`config.mk`:
```
export PLATFORM = sky130hd
export DESIGN_NAME = ext_int_ctrl
export DESIGN_NICKNAME = d
export VERILOG_FILES = /design/src/rtl/ext_int_ctrl.sv
export SDC_FILE = /design/constraint.sdc
export NUM_CORES = 1
export LEC_CHECK = 0
export BUFFER_PORTS_ARGS = -buffer_cell sky130_fd_sc_hd__buf_2
export CELL_PAD_IN_SITES_DETAIL_PLACEMENT = 0
export CELL_PAD_IN_SITES_GLOBAL_PLACEMENT = 1
export CORE_AREA = 2 2 88 56
export DETAILED_ROUTE_END_ITERATION = 10
export DIE_AREA = 0 0 90 58
export GPL_TIMING_DRIVEN = 0
export PLACE_DENSITY = 0.8
export SETUP_SLACK_MARGIN = 0.2
export SYNTH_ARGS = -nofsm -noshare
export SYNTH_HDL_FRONTEND = slang
export SYNTH_SLANG_ARGS = --single-unit
```
`constraint.sdc`:
```
create_clock -name clk -period 1.8 [get_ports clk]
set_input_delay 0.09 -clock clk [delete_from_list [all_inputs] [get_ports clk]]
set_output_delay 0.09 -clock clk [all_outputs]
set_load 0.05 [all_outputs]
```
`src/rtl/ext_int_ctrl.sv`:
```
// ext_int_ctrl: per-source synchronising gateways, fixed-priority arbiter and a
// claim/complete register port driving one machine-external interrupt request.
//
// state | meaning
// IDLE  | nothing enabled and pending; meip_o low
// REQ   | request raised to the core, waiting for a claim read
// SERV  | srv_id claimed and in service; waiting for its COMPLETE
module ext_int_ctrl #(
  parameter int N_SRC       = 3,
  parameter int SYNC_STAGES = 2
) (
  input  logic             clk,
  input  logic             rst_n,
  input  logic [N_SRC-1:0] int_in,
  input  logic             reg_we,
  input  logic             reg_re,
  input  logic [3:0]       reg_addr,
  input  logic [31:0]      reg_wdata,
  output logic [31:0]      reg_rdata,
  output logic             meip_o
);

  typedef enum logic [1:0] {IDLE, REQ, SERV} state_t;

  localparam logic [1:0] A_ENABLE = 2'd0;
  localparam logic [1:0] A_EDGE   = 2'd1;
  localparam logic [1:0] A_PEND   = 2'd2;
  localparam logic [1:0] A_CLAIM  = 2'd3;

  state_t           state_q, state_d;
  logic [N_SRC-1:0] sync_q [SYNC_STAGES];
  logic [N_SRC-1:0] s_prev_q;
  logic [N_SRC-1:0] enable_q, enable_d;
  logic [N_SRC-1:0] edge_q, edge_d;
  logic [N_SRC-1:0] pending_q, pending_d;
  logic [4:0]       srv_id_q, srv_id_d;
  logic [31:0]      rdata_q, rdata_d;
  logic             meip_q, meip_d;

  logic [N_SRC-1:0] s, pe;
  logic [4:0]       win_id;
  logic             any_pe, rd_only, claim_rd, claim_fire, complete;
  logic             unused_bits;

  assign s           = sync_q[SYNC_STAGES-1];
  assign pe          = pending_q & enable_q;
  assign any_pe      = |pe;
  assign rd_only     = reg_re & ~reg_we;
  assign claim_rd    = rd_only && (reg_addr[3:2] == A_CLAIM);
  assign claim_fire  = claim_rd && (state_q == REQ) && any_pe;
  assign complete    = reg_we && (reg_addr[3:2] == A_CLAIM) && (state_q == SERV)
                       && (reg_wdata[4:0] == srv_id_q);
  assign unused_bits = ^{reg_addr[1:0], reg_wdata};

  assign reg_rdata = rdata_q;
  assign meip_o    = meip_q;

  // Scan from the top so the lowest pending index wins.
  always_comb begin
    win_id = '0;
    for (int i = N_SRC - 1; i >= 0; i--) begin
      if (pe[i]) win_id = 5'(i + 1);
    end
  end

  // Gateway stays closed for the source in service, including its claim cycle.
  always_comb begin
    pending_d = pending_q;
    for (int i = 0; i < N_SRC; i++) begin
      if (claim_fire && (win_id == 5'(i + 1))) begin
        pending_d[i] = 1'b0;
      end else if (!((state_q == SERV) && (srv_id_q == 5'(i + 1)))) begin
        if (edge_q[i] ? (s[i] & ~s_prev_q[i]) : s[i]) pending_d[i] = 1'b1;
      end
    end
  end

  always_comb begin
    enable_d = enable_q;
    edge_d   = edge_q;
    if (reg_we && (reg_addr[3:2] == A_ENABLE)) enable_d = reg_wdata[N_SRC-1:0];
    if (reg_we && (reg_addr[3:2] == A_EDGE))   edge_d   = reg_wdata[N_SRC-1:0];

    rdata_d = '0;
    if (rd_only) begin
      case (reg_addr[3:2])
        A_ENABLE: rdata_d = 32'(enable_q);
        A_EDGE:   rdata_d = 32'(edge_q);
        A_PEND:   rdata_d = 32'(pending_q);
        default:  rdata_d = claim_fire ? 32'(win_id) : '0;
      endcase
    end
  end

  always_comb begin
    state_d  = state_q;
    srv_id_d = srv_id_q;
    case (state_q)
      IDLE: if (any_pe) state_d = REQ;
      REQ: begin
        if (!any_pe) begin
          state_d = IDLE;
        end else if (claim_rd) begin
          state_d  = SERV;
          srv_id_d = win_id;
        end
      end
      SERV:    if (complete) state_d = IDLE;
      default: state_d = IDLE;
    endcase
    // Registered request: high only while staying in REQ, so it drops with the claim.
    meip_d = (state_q == REQ) && (state_d == REQ);
  end

  always_ff @(posedge clk or negedge rst_n) begin
    if (!rst_n) begin
      for (int k = 0; k < SYNC_STAGES; k++) sync_q[k] <= '0;
      s_prev_q  <= '0;
      enable_q  <= '0;
      edge_q    <= '0;
      pending_q <= '0;
      srv_id_q  <= '0;
      rdata_q   <= '0;
      meip_q    <= 1'b0;
      state_q   <= IDLE;
    end else begin
      sync_q[0] <= int_in;
      for (int k = 1; k < SYNC_STAGES; k++) sync_q[k] <= sync_q[k-1];
      s_prev_q  <= s;
      enable_q  <= enable_d;
      edge_q    <= edge_d;
      pending_q <= pending_d;
      srv_id_q  <= srv_id_d;
      rdata_q   <= rdata_d;
      meip_q    <= meip_d;
      state_q   <= state_d;
    end
  end

endmodule

```
==> impl_metrics.env, run 1 <==
export IMPL_hold_path_class="input pin to flip-flop"
export IMPL_antennaDiodeCount=0
export IMPL_setup_violations=0
export IMPL_grtUsageTotal_pct=10.3
export IMPL_worstMarginPinSlew_ns=0.568
export IMPL_fp_row_count=19
export IMPL_powerDensity_nw_per_um2=954
export IMPL_r2r_setup_slack_ns=0.36
export IMPL_synthTopCellsByArea="dfrtp_1, buf_4, mux2_2"
export IMPL_clkTransAtPathRegs_ns=0.09
export IMPL_postLayoutCellArea_um2=1650
export IMPL_arrival_ns=1.61
export IMPL_yosys_area_share_simple_pct=11.5
export IMPL_synth_cells=115
export IMPL_async_flop_share_pct=100
export IMPL_routed_wl_um=2550
export IMPL_drc=0
export IMPL_die_y_um=58
export IMPL_yosysUniqueCellTypes=28
export IMPL_hold_depth=2
export IMPL_yosysSeqAreaShare_pct=50.5
export IMPL_first_global_vias=794
export IMPL_yosysMostFrequentCell="buf_4"
export IMPL_drive_gt1_share_pct=34.7
export IMPL_min_period_over_period_pct=80.3
export IMPL_ys_flop_type="dfrtp_1"
export IMPL_numPortBuffers=16
export IMPL_cts_max_level=1
export IMPL_maxCapViolCount=0
export IMPL_rsz0062_at_grt="false"
export IMPL_die_area_um2=5220
export IMPL_placed_area_um2=1550
export IMPL_crit_fanout=4
export IMPL_synthDominantCellAreaShare_pct=50.5
export IMPL_grt_start_max_net_pins=27
export IMPL_finalHoldViolations=0
export IMPL_cts_root_buf="clkbuf_8"
export IMPL_r2r_start="state_q[1]$_DFF_PN0_"
export IMPL_cp_cell_sequence="and4bb_2 -> nand3_1 -> or2_1 -> a32o_1"
export IMPL_grt_pass1_wl_um=4080
export IMPL_synth_xor_area_share_pct=1.36
export IMPL_die_w_um=90
export IMPL_hpwlAfterDp_um=1980
export IMPL_p_leak_nw=0.822
export IMPL_start_kind="flip-flop"
export IMPL_ir_drop_uv=377
export IMPL_cts_buffers=3
export IMPL_start_util_pct=29.1
export IMPL_wl_per_cell_um=11.1
export IMPL_crit_buf_inv=0
export IMPL_cts_tree="done"
export IMPL_nNetsFinal=211
export IMPL_yosysWarningCount=0
export IMPL_slowest_stage="dfrtp_1"
export IMPL_cp_end_kind="flip-flop"
export IMPL_hold_end="edge_q[2]$_DFFE_PN0P_"
export IMPL_clk_latency_ns=0.27
export IMPL_yosysTopAreaCell="dfrtp_1"
export IMPL_cp_top_family="simple AND/OR/NAND/NOR gates"
export IMPL_synth_enable_flop_cells=0
export IMPL_min_from="reg_wdata[2]"
export IMPL_synth_mux_area_fraction_pct=7.58
export IMPL_r2r_cells=4
export IMPL_post_cts_buffers=0
export IMPL_timing_rr_end="srv_id_q[1]$_DFFE_PN0P_"
export IMPL_pin_count=76
export IMPL_drtIter0Drc=143
export IMPL_dr_total_vias=910
export IMPL_grt_overflow=0
export IMPL_fin_skew_ns=0.00189
export IMPL_clkSinkCount=26
export IMPL_ys_seq_elements=26
export IMPL_avgSynthCellArea_um2=11.2
export IMPL_yosys_top_cells_count="buf_4, dfrtp_1, nand2_1"
export IMPL_yosys_area_share_adder_pct=0
export IMPL_clockBufferDepth=2
export IMPL_dr_pass1_iters=4
export IMPL_syn_to_final_growth_pct=27.9
export IMPL_slew_violations=0
export IMPL_worstSetupPathType="flip-flop to flip-flop"
export IMPL_antenna_found_initial=0
export IMPL_antenna_left=0
export IMPL_synth_top_family_by_area="buffers and inverters"
export IMPL_vias_per_cell=3.96
export IMPL_maxSlewHeadroom_pct=62.1
export IMPL_status="complete, no violations"
export IMPL_finalSetupTns_ns=0
export IMPL_coreArea_um2=4420
export IMPL_synth_area_um2=1290
export IMPL_gp_congestion=0.861
export IMPL_cts_hold_buf=4
export IMPL_synth_compound_area_share_pct=10.9
export IMPL_period_needed_ns=1.44
export IMPL_clock_fmax_mhz=692
export IMPL_ctsResizeCount=0
export IMPL_crit_required_ns=1.96
export IMPL_slowest_delay_ns=0.41
[layer usage]
layer  up-vias  GRT usage [%]  wire length, µm
met2        45           12.9              917
met5         -              0                0
li1        451              -                -
met4         0           1.32                0
met1       414           16.1             1370
met3         0           4.68              265
[flip-flops by register name (all words and copies together) (netlist names)]
register   flops
enable_q       3
srv_id_q       2
state_q        2
s_prev_q       3
s              3
meip_o         1
reg_rdata      3
edge_q         3
sync_q         3
pending_q      3
[worst reg2reg max path: cells and delay by family, from the launching register on]
family	cells	cell delay, ns
compound gates	1	0.22
flops	1	0.41
simple gates	3	0.70
[power breakdown]
part | internal, mW | switching [mW]
clock network | 0.196 | 0.185
logic | 0.157 | 0.289
registers | 0.660 | 0.0836
[layout by cell type (no fill, tap or decap), types with 3 or more instances in the layout]
cell type,instances
nand3_1,4
buf_2,17
mux2_2,6
a31oi_1,5
dfrtp_1,26
a21oi_1,4
mux2i_1,3
buf_4,29
conb_1,29
a32o_1,3
nand2_1,7
nor2_1,5
dlygate4sd3_1,4
clkbuf_8,4
[layout make-up]
cell class | count | area (µm²)
fillers | 453 | 2780
flip-flops and latches | 26 | 651
well taps | 63 | 78.8
multi-input cells | 85 | 512
inverters | 2 | 7.51
repair buffers | 20 | 120
clock buffers | 4 | 55.1
plain buffers | 30 | 223
[metrics by stage]
step | hold slack [ns] | cells | power, mW | setup slack, ns | util (%)
after floorplan | -0.206 | 143 | 1.09 | 0.488 | -
after global placement | 0.120 | 222 | 1.18 | 0.374 | 35.1
after detailed placement | 0.122 | 222 | 1.19 | 0.388 | 35.1
after CTS | 0.0753 | 230 | 1.58 | 0.373 | 37.2
after global routing | 0.0812 | 230 | 1.65 | 0.311 | 37.2
final | 0.0794 | 230 | 1.57 | 0.355 | 37.2
[logic make-up (layout without fill, tap and decap cells)]
family,count (synthesis),count (layout)
AO/OA/AOI/OAI,18,18
flip-flops,26,26
other,1,29
multiplexers,9,9
XOR/XNOR,2,2
buffers and inverters,32,56
AND/OR/NAND/NOR,27,27
[how the worst max path moves through the flow]
| stage | from | to | slack, ns | depth (start not counted) |
|---|---|---|---|---|
| 6_report | state_q[1]$_DFF_PN0_ | srv_id_q[1]$_DFFE_PN0P_ | 0.36 | 4 |
| 5_1_grt | state_q[1]$_DFF_PN0_ | srv_id_q[1]$_DFFE_PN0P_ | 0.31 | 4 |
| 4_1_cts | state_q[1]$_DFF_PN0_ | srv_id_q[1]$_DFFE_PN0P_ | 0.37 | 4 |
| 3_5_place_dp | state_q[1]$_DFF_PN0_ | srv_id_q[1]$_DFFE_PN0P_ | 0.39 | 4 |
| 3_3_place_gp | state_q[1]$_DFF_PN0_ | srv_id_q[1]$_DFFE_PN0P_ | 0.37 | 4 |
| 2_1_floorplan | state_q[1]$_DFF_PN0_ | srv_id_q[0]$_DFFE_PN0P_ | 0.49 | 4 |
No activity file was read; power rests on OpenSTA's default activity.
==> inputs of run 2 (changes only) <==
--- a/config.mk
+++ b/config.mk
@@ -5,14 +5,15 @@
 export SDC_FILE = /design/constraint.sdc
 export NUM_CORES = 1
 export LEC_CHECK = 0
+export ABC_AREA = 1
 export BUFFER_PORTS_ARGS = -buffer_cell sky130_fd_sc_hd__buf_2
 export CELL_PAD_IN_SITES_DETAIL_PLACEMENT = 0
 export CELL_PAD_IN_SITES_GLOBAL_PLACEMENT = 1
-export CORE_AREA = 2 2 88 56
+export CORE_AREA = 2 2 94 60
 export DETAILED_ROUTE_END_ITERATION = 10
-export DIE_AREA = 0 0 90 58
+export DIE_AREA = 0 0 96 62
 export GPL_TIMING_DRIVEN = 0
-export PLACE_DENSITY = 0.8
+export PLACE_DENSITY = 0.78
 export SETUP_SLACK_MARGIN = 0.2
 export SYNTH_ARGS = -nofsm -noshare
 export SYNTH_HDL_FRONTEND = slang
==> constraint.sdc (replaced) <==
create_clock -name clk -period 1.15 [get_ports clk]
set_input_delay 0.0575 -clock clk [delete_from_list [all_inputs] [get_ports clk]]
set_output_delay 0.0575 -clock clk [all_outputs]
set_load 0.05 [all_outputs]
==> impl_metrics.env, run 2 <==
export IMPL_place_ws_ns=0.0147
export IMPL_grtUsageTotal_pct=9.88
export IMPL_coreArea_um2=5230
export IMPL_finalSetupTns_ns=0
export IMPL_drtIter0Drc=54
export IMPL_p_sw_share_pct=37.9
export IMPL_die_area_um2=5950
export IMPL_cp_num_cells=7
export IMPL_yosys_area_share_adder_pct=0
export IMPL_met2WireLength_um=1110
export IMPL_hold_end="enable_q[2]$_DFFE_PN0P_"
export IMPL_nNetsFinal=264
export IMPL_pin_count=76
export IMPL_layout_commonest_cell="buf_4"
export IMPL_syn_to_final_growth_pct=38.2
export IMPL_finalHoldViolations=0
export IMPL_clock_fmax_mhz=901
export IMPL_cts_root_buf="clkbuf_8"
export IMPL_antenna_left=0
export IMPL_maxCapViolCount=0
export IMPL_cp_cell_sequence="nand2_2 -> nand2_2 -> nor2_4 -> nor2_4 -> nand2_1 -> o21ai_1 -> inv_1"
export IMPL_routed_wl_um=2830
export IMPL_grt_pass1_wl_um=4170
export IMPL_final_cell_mix="buf_4, nand2_1, conb_1"
export IMPL_maxSlewHeadroom_pct=61.5
export IMPL_synth_mux_area_fraction_pct=0
export IMPL_cts_tree="done"
export IMPL_ys_flop_type="dfrtp_1"
export IMPL_yosys_area_share_simple_pct=20.5
export IMPL_arrival_ns=1.28
export IMPL_drt_met1_wl_um=1470
export IMPL_powerDensity_nw_per_um2=1530
export IMPL_final_util_pct=35.0
export IMPL_p_seq_share_pct=42.8
export IMPL_pwr_share_comb_pct=35.8
export IMPL_setup_ws_ns=0.0403
export IMPL_drc=0
export IMPL_synth_cells=155
export IMPL_yosysMostFrequentCell="nand2_1"
export IMPL_ir_drop_uv=379
export IMPL_grt_start_max_net_pins=27
export IMPL_clk_latency_ns=0.27
export IMPL_die_y_um=62
export IMPL_min_period_over_period_pct=96.5
export IMPL_yosysUniqueCellTypes=17
export IMPL_cp_end_kind="flip-flop"
export IMPL_cts_max_level=1
export IMPL_clockBufferDepth=2
export IMPL_wl_met3_um=234
export IMPL_vias_per_cell=3.63
export IMPL_crit_required_ns=1.32
export IMPL_grt_overflow=0
export IMPL_async_flop_share_pct=100
export IMPL_numPortBuffers=17
export IMPL_fin_skew_ns=0.00578
export IMPL_yosys_top_cells_count="nand2_1, buf_4, dfrtp_1"
export IMPL_yosysWarningCount=0
export IMPL_r2r_start="enable_q[1]$_DFFE_PN0P_"
export IMPL_dp_cells=269
export IMPL_min_from="reg_wdata[2]"
export IMPL_yosysTopAreaCell="dfrtp_1"
export IMPL_synth_area_um2=1330
export IMPL_internal_power_mw=1.74
export IMPL_p_leak_nw=0.975
export IMPL_avgSynthCellArea_um2=8.55
export IMPL_rsz0062_at_grt="true"
export IMPL_dr_pass1_iters=4
export IMPL_wl_per_cell_um=9.80
export IMPL_clkTransAtPathRegs_ns=0.09
export IMPL_antenna_found_initial=0
export IMPL_r2r_setup_slack_ns=0.04
export IMPL_final_cells=289
export IMPL_dr_max_layer_used="met4"
export IMPL_synthTopCellsByArea="dfrtp_1, buf_4, nand2_1"
export IMPL_status="complete, no violations"
export IMPL_drive_gt1_share_pct=37.3
export IMPL_clkSinkCount=26
export IMPL_yosysSeqAreaShare_pct=49.1
export IMPL_worstMarginPinSlew_ns=0.578
export IMPL_cp_top_family="simple AND/OR/NAND/NOR gates"
export IMPL_synth_top_family_by_area="buffers and inverters"
export IMPL_hold_depth=3
export IMPL_power_switching_mw=1.06
export IMPL_ys_seq_elements=26
export IMPL_dr_total_vias=1049
export IMPL_slew_violations=0
export IMPL_synth_enable_flop_cells=0
export IMPL_synth_compound_area_share_pct=9.16
export IMPL_r2r_cells=7
export IMPL_crit_buf_inv=1
export IMPL_start_util_pct=25.3
export IMPL_slowest_delay_ns=0.40
export IMPL_pwr_share_clk_pct=21.4
export IMPL_hold_path_class="input pin to flip-flop"
export IMPL_synth_xor_area_share_pct=0
export IMPL_antennaDiodeCount=0
export IMPL_die_w_um=96
export IMPL_worstSetupPathType="flip-flop to flip-flop"
export IMPL_synthDominantCellAreaShare_pct=49.1
export IMPL_first_global_vias=810
export IMPL_crit_fanout=6
export IMPL_hpwlAfterDp_um=2100
export IMPL_start_kind="flip-flop"
export IMPL_slowest_stage="dfrtp_1"
export IMPL_gp_congestion=0.837
export IMPL_fp_row_count=21
export IMPL_timing_rr_end="pending_q[0]$_DFFE_PN0P_"
export IMPL_setup_violations=0
export IMPL_period_needed_ns=1.11
export IMPL_cts_buffers=3
run 2: metal layers:
layer,GRT usage (%),vias up
li1,-,555
met1,15.7,463
met2,12.0,29
met3,3.74,2
met4,2.45,0
met5,0,-
run 2: how the worst max path moves through the flow:
stage | startpoint | endpoint | slack (ns)
floorplan | state_q[0]$_DFF_PN0_ | pending_q[0]$_DFFE_PN0P_ | 0.15
global placement | pending_q[1]$_DFFE_PN0P_ | srv_id_q[0]$_DFFE_PN0P_ | 0.04
detailed placement | pending_q[1]$_DFFE_PN0P_ | srv_id_q[0]$_DFFE_PN0P_ | 0.01
CTS | state_q[1]$_DFF_PN0_ | pending_q[0]$_DFFE_PN0P_ | 0.03
global route | state_q[1]$_DFF_PN0_ | pending_q[0]$_DFFE_PN0P_ | -0.04
finish | enable_q[1]$_DFFE_PN0P_ | pending_q[0]$_DFFE_PN0P_ | 0.04
run 2: cells by family after synthesis:
kind of cell,Yosys count
AO/OA/AOI/OAI,21
AND/OR/NAND/NOR,62
flip-flops,26
buffers and inverters,45
other,1
run 2: repair_timing:
| action | in CTS | in global routing |
|---|---|---|
| hold endpoints to repair | 29 | 0 |
| pin swaps | 4 | 5 |
| hold buffers | 4 | 0 |
| gates resized for setup | 4 | 10 |
| buffers inserted | 7 | 5 |
| setup endpoints to repair | 10 | 12 |
run 2: power groups by stage:
stage	clock [mW]	combinational, mW	sequential (mW)
after floorplan	0	0.585	1.26
after global routing	0.655	1.10	1.22
final	0.600	1.00	1.20
after detailed placement	0	0.800	1.21
after global placement	0	0.789	1.20
after CTS	0.615	0.935	1.19
run 2: stage by stage:
stage,hold WS (ns),power [mW],cell area [µm²]
floorplan,-0.238,1.84,1440
global placement,0.0911,1.99,1610
detailed placement,0.0977,2.01,1610
CTS,0.0692,2.74,1770
global route,0.0769,2.98,1830
finish,0.0661,2.80,1830
run 2: area by class of cell:
class                      instances  area (µm²)
tap                               69        86.3
inverter                          16        60.1
multi-input combinational        112         538
buffer                            29         218
fill                             539        3400
clock buffer                       4        55.1
timing repair buffer              33         221
sequential                        26         653
run 2: tightest hold or removal path: cells and delay by family:
kind                   cells  cell delay (ns)
buffers and inverters      2             0.17
AOI/OAI and AO/OA          1             0.07
==> inputs of run 3 (changes only) <==
--- a/config.mk
+++ b/config.mk
@@ -5,13 +5,12 @@
 export SDC_FILE = /design/constraint.sdc
 export NUM_CORES = 1
 export LEC_CHECK = 0
-export ABC_AREA = 1
 export BUFFER_PORTS_ARGS = -buffer_cell sky130_fd_sc_hd__buf_2
 export CELL_PAD_IN_SITES_DETAIL_PLACEMENT = 0
 export CELL_PAD_IN_SITES_GLOBAL_PLACEMENT = 1
-export CORE_AREA = 2 2 94 60
+export CORE_AREA = 2 2 91 58
 export DETAILED_ROUTE_END_ITERATION = 10
-export DIE_AREA = 0 0 96 62
+export DIE_AREA = 0 0 93 60
 export GPL_TIMING_DRIVEN = 0
 export PLACE_DENSITY = 0.78
 export SETUP_SLACK_MARGIN = 0.2
==> impl_metrics.env, run 3 (synthesis results as in run 1) <==
export IMPL_cts_buffers=3
export IMPL_clock_fmax_mhz=722
export IMPL_drive_gt1_share_pct=45.8
export IMPL_start_util_pct=26.8
export IMPL_slew_violations=0
export IMPL_dp_cells=225
export IMPL_hpwlAfterDp_um=1980
export IMPL_cp_cell_sequence="and4bb_2 -> nand3_4 -> or2_4 -> a32o_1"
export IMPL_antenna_left=0
export IMPL_final_cell_mix="buf_4, conb_1, dfrtp_1"
export IMPL_maxCapViolCount=0
export IMPL_numPortBuffers=16
export IMPL_routed_wl_um=2830
export IMPL_grtUsageMet1_pct=15.4
export IMPL_drc=0
export IMPL_grt_start_max_net_pins=27
export IMPL_hold_path_class="input pin to flip-flop"
export IMPL_dr_total_vias=969
export IMPL_violations="negative setup slack"
export IMPL_grt_pass1_wl_um=4620
export IMPL_slowest_stage="dfrtp_1"
export IMPL_die_w_um=93
export IMPL_fillers=487
export IMPL_hold_slack_ns=0.0377
export IMPL_setup_ws_ns=-0.234
export IMPL_grt_overflow=0
export IMPL_worstSetupPathType="flip-flop to flip-flop"
export IMPL_period_needed_ns=1.38
export IMPL_antenna_found_initial=0
export IMPL_worstMarginPinSlew_ns=0.577
export IMPL_die_area_um2=5580
export IMPL_die_y_um=60
export IMPL_clockBufferDepth=2
export IMPL_coreArea_um2=4800
export IMPL_vias_per_cell=3.99
export IMPL_fin_skew_ns=0.00653
export IMPL_layout_commonest_cell="buf_4"
export IMPL_cp_top_family="simple AND/OR/NAND/NOR gates"
export IMPL_final_cells=243
export IMPL_clkTransAtPathRegs_ns=0.10
export IMPL_cts_max_level=1
export IMPL_place_ws_ns=-0.226
export IMPL_maxSlewHeadroom_pct=61.6
export IMPL_drtIter0Drc=141
export IMPL_gp_congestion=0.814
export IMPL_crit_fanout=3
export IMPL_p_leak_nw=0.890
export IMPL_nNetsFinal=221
export IMPL_dr_pass1_iters=4
export IMPL_min_period_over_period_pct=120
export IMPL_powerDensity_nw_per_um2=1500
export IMPL_crit_required_ns=1.32
export IMPL_grt_util_met3_pct=5.80
export IMPL_fp_row_count=20
export IMPL_use_met2_pct=15.2
export IMPL_slowest_delay_ns=0.39
export IMPL_clkSinkCount=26
export IMPL_cts_tree="done"
export IMPL_arrival_ns=1.55
export IMPL_clk_latency_ns=0.28
export IMPL_syn_to_final_growth_pct=42.3
export IMPL_status="complete, but fails checks"
export IMPL_r2r_setup_slack_ns=-0.23
export IMPL_cp_end_kind="flip-flop"
export IMPL_rsz0062_at_grt="true"
export IMPL_ir_drop_uv=522
export IMPL_wl_per_cell_um=11.6
export IMPL_cts_root_buf="clkbuf_8"
export IMPL_setup_violations=8
export IMPL_finalHoldViolations=0
export IMPL_pin_count=76
export IMPL_grt_busiest_layer="met1"
export IMPL_first_global_vias=916
export IMPL_grtUsageTotal_pct=11.2
export IMPL_crit_buf_inv=0
export IMPL_final_util_pct=38.1
export IMPL_antennaDiodeCount=0
export IMPL_start_kind="flip-flop"
-- run 3: cell type report --
type	instances	area (µm²)	area share [%]
inverter	2	7.51	0.410
clock buffer	3	41.3	2.25
sequential	26	652	35.6
tap	66	82.6	4.51
timing repair buffer	30	211	11.5
multi-input combinational	85	584	31.9
buffer	30	223	12.2
clock inverter	1	30.0	1.64
-- run 3: stage by stage --
step	setup TNS (ns)	power [mW]	instance area [µm²]
after floorplan	-0.374	1.71	1410
final	-1.18	2.75	1830
after global routing	-1.62	2.87	1830
after global placement	-1.08	1.86	1570
after CTS	-0.749	2.72	1800
after detailed placement	-1.00	1.86	1570
-- run 3: where the power goes --
part | internal [mW] | switching, mW | total, mW
combinational | 0.314 | 0.496 | 0.810
sequential | 1.03 | 0.131 | 1.17
clock | 0.466 | 0.303 | 0.768
-- run 3: worst paths after layout --
check                                     start                      end  depth (start not counted)
setup / recovery           state_q[1]$_DFF_PN0_  srv_id_q[1]$_DFFE_PN0P_                          4
hold / removal                     reg_wdata[2]  enable_q[2]$_DFFE_PN0P_                          2
setup reg to reg           state_q[1]$_DFF_PN0_  srv_id_q[1]$_DFFE_PN0P_                          4
hold reg to reg             sync_q[5]$_DFF_PN0_           s[2]$_DFF_PN0_                          0
max in group asynchronous                 rst_n  enable_q[2]$_DFFE_PN0P_                          2
min in group asynchronous                 rst_n    edge_q[1]$_DFFE_PN0P_                          2
-- run 3: what timing repair did --
item | CTS | global route
hold buffers | 4 | 0
setup endpoints to repair | 11 | 13
resized for setup | 13 | 5
endpoints found under the hold margin | 29 | 0
buffers inserted | 8 | 2
pin swaps | 4 | 2
-- run 3: per-layer routing --
layer	part of all wire (%)	wire length, µm
met1	47	1320
met2	38	1080
met3	14	382
met4	1.4	40
met5	0	0
